===== src/rtl/fp_class_pkg.sv =====
`default_nettype none
// ============================================================================
// Module      : fp_class_pkg
// Description : Class-vector type and class bit indices for fp_class_pipe.
// Revision    : 1.0 - initial release
// ============================================================================
package fp_class_pkg;

    localparam int CLS_W = 10;

    typedef logic [CLS_W-1:0] cls_t;

    // Bit positions follow the RISC-V fclass result layout
    localparam int CLS_NEG_INF  = 0;
    localparam int CLS_NEG_NORM = 1;
    localparam int CLS_NEG_SUB  = 2;
    localparam int CLS_NEG_ZERO = 3;
    localparam int CLS_POS_ZERO = 4;
    localparam int CLS_POS_SUB  = 5;
    localparam int CLS_POS_NORM = 6;
    localparam int CLS_POS_INF  = 7;
    localparam int CLS_SNAN     = 8;
    localparam int CLS_QNAN     = 9;

endpackage
`default_nettype wire


===== src/rtl/fp_class_lane.sv =====
`default_nettype none
// ============================================================================
// Module      : fp_class_lane
// Description : Combinational one-hot classifier for a single FP operand.
// Revision    : 1.0 - initial release
// ============================================================================
module fp_class_lane
    import fp_class_pkg::*;
#(
    parameter int SIGN_W = 1,
    parameter int EXPO_W = 8,
    parameter int MANT_W = 23
) (
    input  logic [SIGN_W-1:0] sign,
    input  logic [EXPO_W-1:0] expo,
    input  logic [MANT_W-1:0] mant,
    output cls_t              cls
);

    logic w_neg;
    logic w_exp_zero;
    logic w_exp_ones;
    logic w_mant_zero;
    logic w_quiet;

    assign w_neg       = sign[SIGN_W-1];
    assign w_exp_zero  = (expo == '0);
    assign w_exp_ones  = &expo;
    assign w_mant_zero = (mant == '0);
    // With a 1-bit mantissa the only NaN has this bit set, so it is always quiet
    assign w_quiet     = mant[MANT_W-1];

    always_comb begin
        cls = '0;
        if (w_exp_ones) begin
            if (w_mant_zero) begin
                cls[w_neg ? CLS_NEG_INF : CLS_POS_INF] = 1'b1;
            end else begin
                cls[w_quiet ? CLS_QNAN : CLS_SNAN] = 1'b1;
            end
        end else if (w_exp_zero) begin
            if (w_mant_zero) begin
                cls[w_neg ? CLS_NEG_ZERO : CLS_POS_ZERO] = 1'b1;
            end else begin
                cls[w_neg ? CLS_NEG_SUB : CLS_POS_SUB] = 1'b1;
            end
        end else begin
            cls[w_neg ? CLS_NEG_NORM : CLS_POS_NORM] = 1'b1;
        end
    end

endmodule
`default_nettype wire


===== src/rtl/fp_class_pipe.sv =====
`default_nettype none
// ============================================================================
// Module      : fp_class_pipe
// Description : Multi-lane FP classifier with a one-entry ready/valid output
//               register and sticky per-class flags.
// Revision    : 1.0 - initial release
// ============================================================================
module fp_class_pipe
    import fp_class_pkg::*;
#(
    parameter int SIGN_W = 1,
    parameter int EXPO_W = 8,
    parameter int MANT_W = 23,
    parameter int LANES  = 4
) (
    input  logic                                  clk,
    input  logic                                  rst,
    input  logic                                  in_valid,
    output logic                                  in_ready,
    input  logic [LANES*(SIGN_W+EXPO_W+MANT_W)-1:0] in_data,
    output logic                                  out_valid,
    input  logic                                  out_ready,
    output logic [LANES*CLS_W-1:0]                out_class,
    output logic                                  out_any_nan,
    input  logic                                  clr_sticky,
    output logic [CLS_W-1:0]                      sticky
);

    localparam int FP_W = SIGN_W + EXPO_W + MANT_W;

    cls_t                   w_lane_cls [LANES];
    logic [LANES*CLS_W-1:0] w_new_class;
    logic                   w_new_nan;
    cls_t                   w_beat_or;
    logic                   w_accept;
    logic                   w_transfer;

    logic                   r_out_valid;
    logic [LANES*CLS_W-1:0] r_out_class;
    logic                   r_out_any_nan;
    cls_t                   r_sticky;

    generate
        for (genvar k = 0; k < LANES; k++) begin : g_lane
            fp_class_lane #(
                .SIGN_W (SIGN_W),
                .EXPO_W (EXPO_W),
                .MANT_W (MANT_W)
            ) u_lane (
                .sign (in_data[k*FP_W+EXPO_W+MANT_W +: SIGN_W]),
                .expo (in_data[k*FP_W+MANT_W +: EXPO_W]),
                .mant (in_data[k*FP_W +: MANT_W]),
                .cls  (w_lane_cls[k])
            );
        end
    endgenerate

    always_comb begin
        w_new_class = '0;
        w_new_nan   = 1'b0;
        for (int k = 0; k < LANES; k++) begin
            w_new_class[k*CLS_W +: CLS_W] = w_lane_cls[k];
            w_new_nan = w_new_nan | w_lane_cls[k][CLS_SNAN] | w_lane_cls[k][CLS_QNAN];
        end
    end

    // Class summary of the beat currently held in the output register
    always_comb begin
        w_beat_or = '0;
        for (int k = 0; k < LANES; k++) begin
            w_beat_or = w_beat_or | r_out_class[k*CLS_W +: CLS_W];
        end
    end

    assign in_ready   = !rst && (!r_out_valid || out_ready);
    assign w_accept   = in_valid && in_ready;
    assign w_transfer = r_out_valid && out_ready;

    always_ff @(posedge clk) begin
        if (rst) begin
            r_out_valid   <= 1'b0;
            r_out_class   <= '0;
            r_out_any_nan <= 1'b0;
        end else if (w_accept) begin
            r_out_valid   <= 1'b1;
            r_out_class   <= w_new_class;
            r_out_any_nan <= w_new_nan;
        end else if (w_transfer) begin
            r_out_valid   <= 1'b0;
        end
    end

    // A clear in a transfer cycle keeps only that beat's classes
    always_ff @(posedge clk) begin
        if (rst) begin
            r_sticky <= '0;
        end else if (clr_sticky) begin
            r_sticky <= w_transfer ? w_beat_or : '0;
        end else if (w_transfer) begin
            r_sticky <= r_sticky | w_beat_or;
        end
    end

    assign out_valid   = r_out_valid;
    assign out_class   = r_out_class;
    assign out_any_nan = r_out_any_nan;
    assign sticky      = r_sticky;

endmodule
`default_nettype wire


===== config.mk =====
export PLATFORM = sky130hd
export DESIGN_NAME = fp_class_pipe
export DESIGN_NICKNAME = d
export VERILOG_FILES = /design/src/rtl/fp_class_pkg.sv /design/src/rtl/fp_class_lane.sv /design/src/rtl/fp_class_pipe.sv
export SDC_FILE = /design/constraint.sdc
export NUM_CORES = 1
export LEC_CHECK = 0
export BUFFER_PORTS_ARGS = -buffer_cell sky130_fd_sc_hd__buf_2
export CORE_AREA = 2 2 78 80
export DETAILED_ROUTE_END_ITERATION = 6
export DIE_AREA = 0 0 80 82
export PLACE_DENSITY = 0.84
export RECOVER_POWER = 25
export SYNTH_ARGS = -nofsm -noshare
export SYNTH_HDL_FRONTEND = slang
export SYNTH_SLANG_ARGS = --single-unit

===== constraint.sdc =====
create_clock -name clk -period 4.1 [get_ports clk]
set_clock_uncertainty 0.15 [all_clocks]
set_input_delay 0.615 -clock clk [delete_from_list [all_inputs] [get_ports clk]]
set_output_delay 0.615 -clock clk [all_outputs]
set_load 0.02 [all_outputs]

Yosys cells after proc, flatten, opt, wreduce, memory -nomap -nowiden --
Cells that the tools add are included. Widths: inputs -> output; s select.
Word-level totals: bits in registers 52, input port bits 133, output and inout bits 53, logic and storage cells 176
Operators by class: $lt $le $gt $ge 40, multiplexer cells 81, bitwise logic cells 11, reductions and logical operators 40
Operators by type and width (number):
- $ge 32x1->1 const B | 20
- $lt 32x6->1 const B | 20
- $mux 10 | 19
- $logic_not 23->1 | 4
- $demux 1 s4 | 20
- $mux 3 | 16
- $or 10x10->10 | 4
- $logic_not 8->1 | 4
- $reduce_and 8->1 | 4
- $mux 1 | 26
- $logic_and 1x1->1 | 23
- $or 1x1->1 | 7
- $reduce_bool 2->1 | 2
- $logic_not 1->1 | 2
- $logic_or 1x1->1 | 1

Depth between registers and ports, before layout --
word-level depth 15, mapped depth 6, mapped depth without buffers 5

Cells and area by module --
From an unflattened synthesis, not the netlist that was laid out.
Unflattened totals: cell total of the unflattened synthesis 302, area total of the unflattened synthesis 3145.5 µm²
Modules (own cells, without submodules):
- fp_class_pipe | times used 1, cells an instance 186, area an instance 2255.9 µm², seq. area each 1041.0 µm²
- fp_class_lane at g_lane[1].u_lane ... | times used 2, cells an instance 29, area an instance 241.5 µm², seq. area each 0.0 µm²
- fp_class_lane at g_lane[3].u_lane | times used 1, cells an instance 29, area an instance 220.2 µm², seq. area each 0.0 µm²
- fp_class_lane at g_lane[0].u_lane | times used 1, cells an instance 29, area an instance 186.4 µm², seq. area each 0.0 µm²

Worst setup path before layout --
Ideal clock, no wire load.
kind input to output, from in rst, to out in_ready, arrival time 1325 ps, data required time 3335 ps, path slack 2010 ps, stages on the path 3, path buffers 2, path through clkbuf_1 buf_1 nor2_1
On the way: cells in the longest elaborated chain, start to end 2
Ends and longest elaborated chain:
- start, declared | RTL line fp_class_pipe.sv:17 | input logic rst,
- $logic_not 1->1 | RTL line fp_class_pipe.sv:75 | assign in_ready = !rst && (!r_out_valid || out_ready);
- $logic_and 1x1->1 | RTL line fp_class_pipe.sv:75
- end, declared | RTL line fp_class_pipe.sv:19 | output logic in_ready,
Every way passes these cells.

Worst setup path in the final report --
from in in_data[22], to reg r_out_any_nan, in the netlist out_any_nan
On the way: cells in the longest elaborated chain, start to end 14, elaborated cells between the ends (all ways) 18, classes of those cells order compare (2); mux (7); bitwise (7); reduce/logical (2)
Ends and longest elaborated chain:
- start, declared | RTL line fp_class_pipe.sv:20 | input logic [LANES*(SIGN_W+EXPO_W+MANT_W)-1:0] in_data,
- $mux 1 | RTL line fp_class_lane.sv:39 | cls[w_quiet ? CLS_QNAN : CLS_SNAN] = 1'b1;
- $ge 32x1->1 (not written as such) / $lt 32x6->1 (equally long branches) | RTL line fp_class_lane.sv:39
- $logic_and 1x1->1 (not written as such) | RTL line fp_class_lane.sv:39
- $mux 1 | RTL line fp_class_lane.sv:39
- $demux 1 s4
- $mux 10 | RTL line fp_class_lane.sv:36 | if (w_mant_zero) begin
- $mux 10 (*) | RTL line fp_class_lane.sv:35 | if (w_exp_ones) begin
- $or 1x1->1 (*) (7 in series) | RTL line fp_class_pipe.sv:63 | w_new_nan = w_new_nan | w_lane_cls[k][CLS_SNAN] | w_lane_cls[k][CLS_QNAN];
- end signal, assigned | RTL line fp_class_pipe.sv:87 | r_out_any_nan <= w_new_nan;
- end, declared | RTL line fp_class_pipe.sv:40 | logic r_out_any_nan;
Mark *: on every way between the ends. The rest lies on a longest branch, timed or not. A chain may end at the register's enable or synchronous reset.

==> impl_metrics.csv <==
group,metric,value,unit
floorplanning,die-height,82,µm
clock_network,cts-buffers-inserted,5,
finish,area_delta_synth_final,43.9,%
floorplanning,core_area,5750,µm²
drt,met3_length,705,µm
setup_path,crit_buf_inv,1,
setup_path,slowest_delay,0.42,ns
global_route,grt_usage,25.0,%
finish,drive_gt1_share,39.7,%
clock_network,ctsResizeCount,0,
setup_path,cp_cell_sequence,"buf_2, nor4_1, nand4_1, nor2_1, o31ai_1, o32a_1",
drt,routed_wl,8420,µm
clock_network,cts_tree,"yes",
synth,synth_top_cell_by_area,"dfxtp_1",
global_route,grt_first_pass_wirelength,12800,µm
synth,synth_warnings,0,
placed_design,dp_hpwl,6820,µm
drt,first_pass_iters,4,
clock_network,postCtsHoldBufs,0,
power_and_ir_drop,power_density,270,nW/µm²
setup_path,critPathCaptureType,"flop",
floorplanning,die_w,80,µm
power_and_ir_drop,ir_drop,141,µV
placed_design,gp_congestion,0.852,
power_and_ir_drop,power_frac_seq,55.8,%
setup_path,critical_path.startpoint_type,"primary input",
sta,fin_hold_ws,0.325,ns
finish,antenna_cells,0,
min_path,hold_start,"out_class[4]",
setup_path,crit_type,"primary input to flop",
finish,nets,602,
global_route,antenna_found_initial,0,
drt,first_iter_violations,188,
synth,synth-xor-area-share,0,%
floorplanning,dieArea,6560,µm²
finish,finish.utilization,59.5,%
synth,synthSimpleGateAreaFrac,34.1,%
run_status,outcome,"finished clean",
drt,viasPerCell,5.51,
power_and_ir_drop,p_sw_share,25.2,%
synth,synth_top_family_by_area,"simple AND/OR/NAND/NOR gates",
synth,ys_seq_area_share,43.8,%
power_and_ir_drop,power.switching,232,µW
setup_path,critPathRequiredTime,4.15,ns
floorplanning,start_util,41.3,%
floorplanning,ios,186,
clock_network,cts.reportedPaths.clkPinSlew,0.08,ns
synth,synthMuxAreaShare,0,%
setup_path,cp.arrival,2.22,ns
sta,hold_violations,0,
sta,tightest_slew,0.702,ns
setup_path,critPathTopFamily,"simple AND/OR/NAND/NOR gates",
global_route,grt_overflow,0,
drt,wire_per_inst,15.5,µm
drt,drc_errors,0,
setup_path,critPathLaunch,"in_data[22]",
drt,drtAntennaViolNets,0,
sta,tns,0,ns
synth,syn-cell-area,2370,µm²
drt,wirelength_met1,3240,µm
run,maxCapViolations,0,
setup_path,rr_startpoint,"out_valid",
drt,topRoutingLayerUsed,"met4",
synth,synth_async_sr_flop_share,0,%
sta,slew_headroom,53.2,%
clock_network,clk_latency,0.30,ns
sta,setup_violations,0,
sta,final_max_slew_viol_count,0,
synth,ys_seq_elements,52,
floorplanning,num_rows,28,
drt,wl_met2,4320,µm
power_and_ir_drop,combPwrFrac,14.6,%
synth,synth_top_area_share,43.8,%
power_and_ir_drop,p_leak,0.00145,µW
finish,layout_common_cells,"buf_2 (170), dfxtp_1 (52), nor2_1 (35)",
sta,fin_crit_sh,52.9,%
synth,synthAdderAreaFrac,0,%
sta,rsz0062_at_grt,"no",
synth,synth_edf_count,0,
sta,clock.fmax,461,MHz
sta,finalCriticalPeriod,2.17,ns
min_path,hp-class,"flop to flop",
setup_path,worstPathMaxFanout,7,
setup_path,critPathSlowestCell,"nor2_1",
clock_network,htree_num_levels,2,
global_route,grt_pass1_vias,2748,
synth,synthCells,288,
global_route,grt_max_degree,53,
finish,final_common_cell,"buf_2",
clock_network,cts_setup_buffers,0,
power_and_ir_drop,intPower,691,µW
synth,synth_compound_area_share,19.3,%
placed_design,port_buffers,185,
synth,ys_top_cells_by_area,"dfxtp_1 (44%), nor4_1 (6.1%), a21oi_1 (5.7%), nor2_1 (5.5%), nand4_1 (4.7%)",
synth,synth_flop_cell,"dfxtp_1",
synth,synth.avg_cell_area,8.25,µm²
synth,ys_types,40,
synth,syn-num-nets,421,
clock_network,clockBufferDepth,2,
drt,via_count,2998,
power_and_ir_drop,clkPwrFrac,29.6,%
clock_network,root_buffer,"clkbuf_8",
clock_network,clkSinkCount,52,
-- power by group through the flow --
stage          logic, µW  clock network (µW)  registers (µW)
4_1_cts              135                 272             515
2_1_floorplan       41.8                   0             533
6_report             135                 273             515
5_1_grt              149                 297             516
3_5_place_dp         135                   0             527
3_3_place_gp         130                   0             527
-- area by class of cell --
class | count | area, µm²
clock buffers | 6 | 72.6
clock inverters | 1 | 5.00
fillers | 567 | 2330
inverters | 4 | 15.0
multi-input cells | 219 | 1270
flip-flops and latches | 52 | 1040
well taps | 75 | 93.8
repair buffers | 187 | 922
-- Yosys cell counts (all sizes together) (2+ instances only) --
| cell | count |
|---|---|
| dfxtp | 52 |
| nor2 | 36 |
| nand2 | 29 |
| a21oi | 28 |
| nor4 | 23 |
| nand4 | 18 |
| nand3 | 12 |
| o41ai | 12 |
| nand2b | 11 |
| nor3 | 8 |
| buf | 7 |
| a22oi | 6 |
| a32oi | 6 |
| clkbuf | 6 |
| or4 | 6 |
| o21ai | 4 |
| inv | 3 |
| nand3b | 2 |
| nand4b | 2 |
| nor2b | 2 |
| o211ai | 2 |
| o31ai | 2 |
-- worst register-to-register path, stage by stage (launching register included) --
cell and delay [ns]:
dfxtp_1 0.34, nand2b_1 0.11, and3_1 0.62, o211ai_1 0.19, o32a_1 0.31
-- path summary, 6_finish.rpt --
check | to | slack [ns] | cells past startpoint
worst min register to register | out_class[4] | 0.32 | 2
worst min-delay path | out_class[4] | 0.32 | 2
worst max-delay path | out_any_nan | 1.93 | 6
worst max register to register | out_any_nan | 2.27 | 4
-- metal layers --
metal | GRT usage, % | up-vias
met5 | 0 | -
met4 | 7.80 | 0
met3 | 3.85 | 16
met2 | 48.2 | 162
met1 | 28.2 | 1353
li1 | - | 1467
-- kinds of logic after synthesis --
family	after synthesis
buf+inv	17
simple gates	153
compound gates	66
flops	52
-- registers in the layout, indices dropped and copies added (netlist names) --
register and count:
out_any_nan 1, out_class 40, out_valid 1, sticky 10
-- stage by stage --
step | cells | instance area (µm²) | power [µW] | setup WS, ns
floorplan | 288 | 2370 | 575 | 2.01
global placement | 537 | 3360 | 657 | 1.63
detailed placement | 537 | 3360 | 662 | 1.63
CTS | 544 | 3440 | 922 | 1.94
global route | 544 | 3420 | 962 | 1.79
finish | 544 | 3420 | 923 | 1.93
Power figures use the tool's default switching activity.
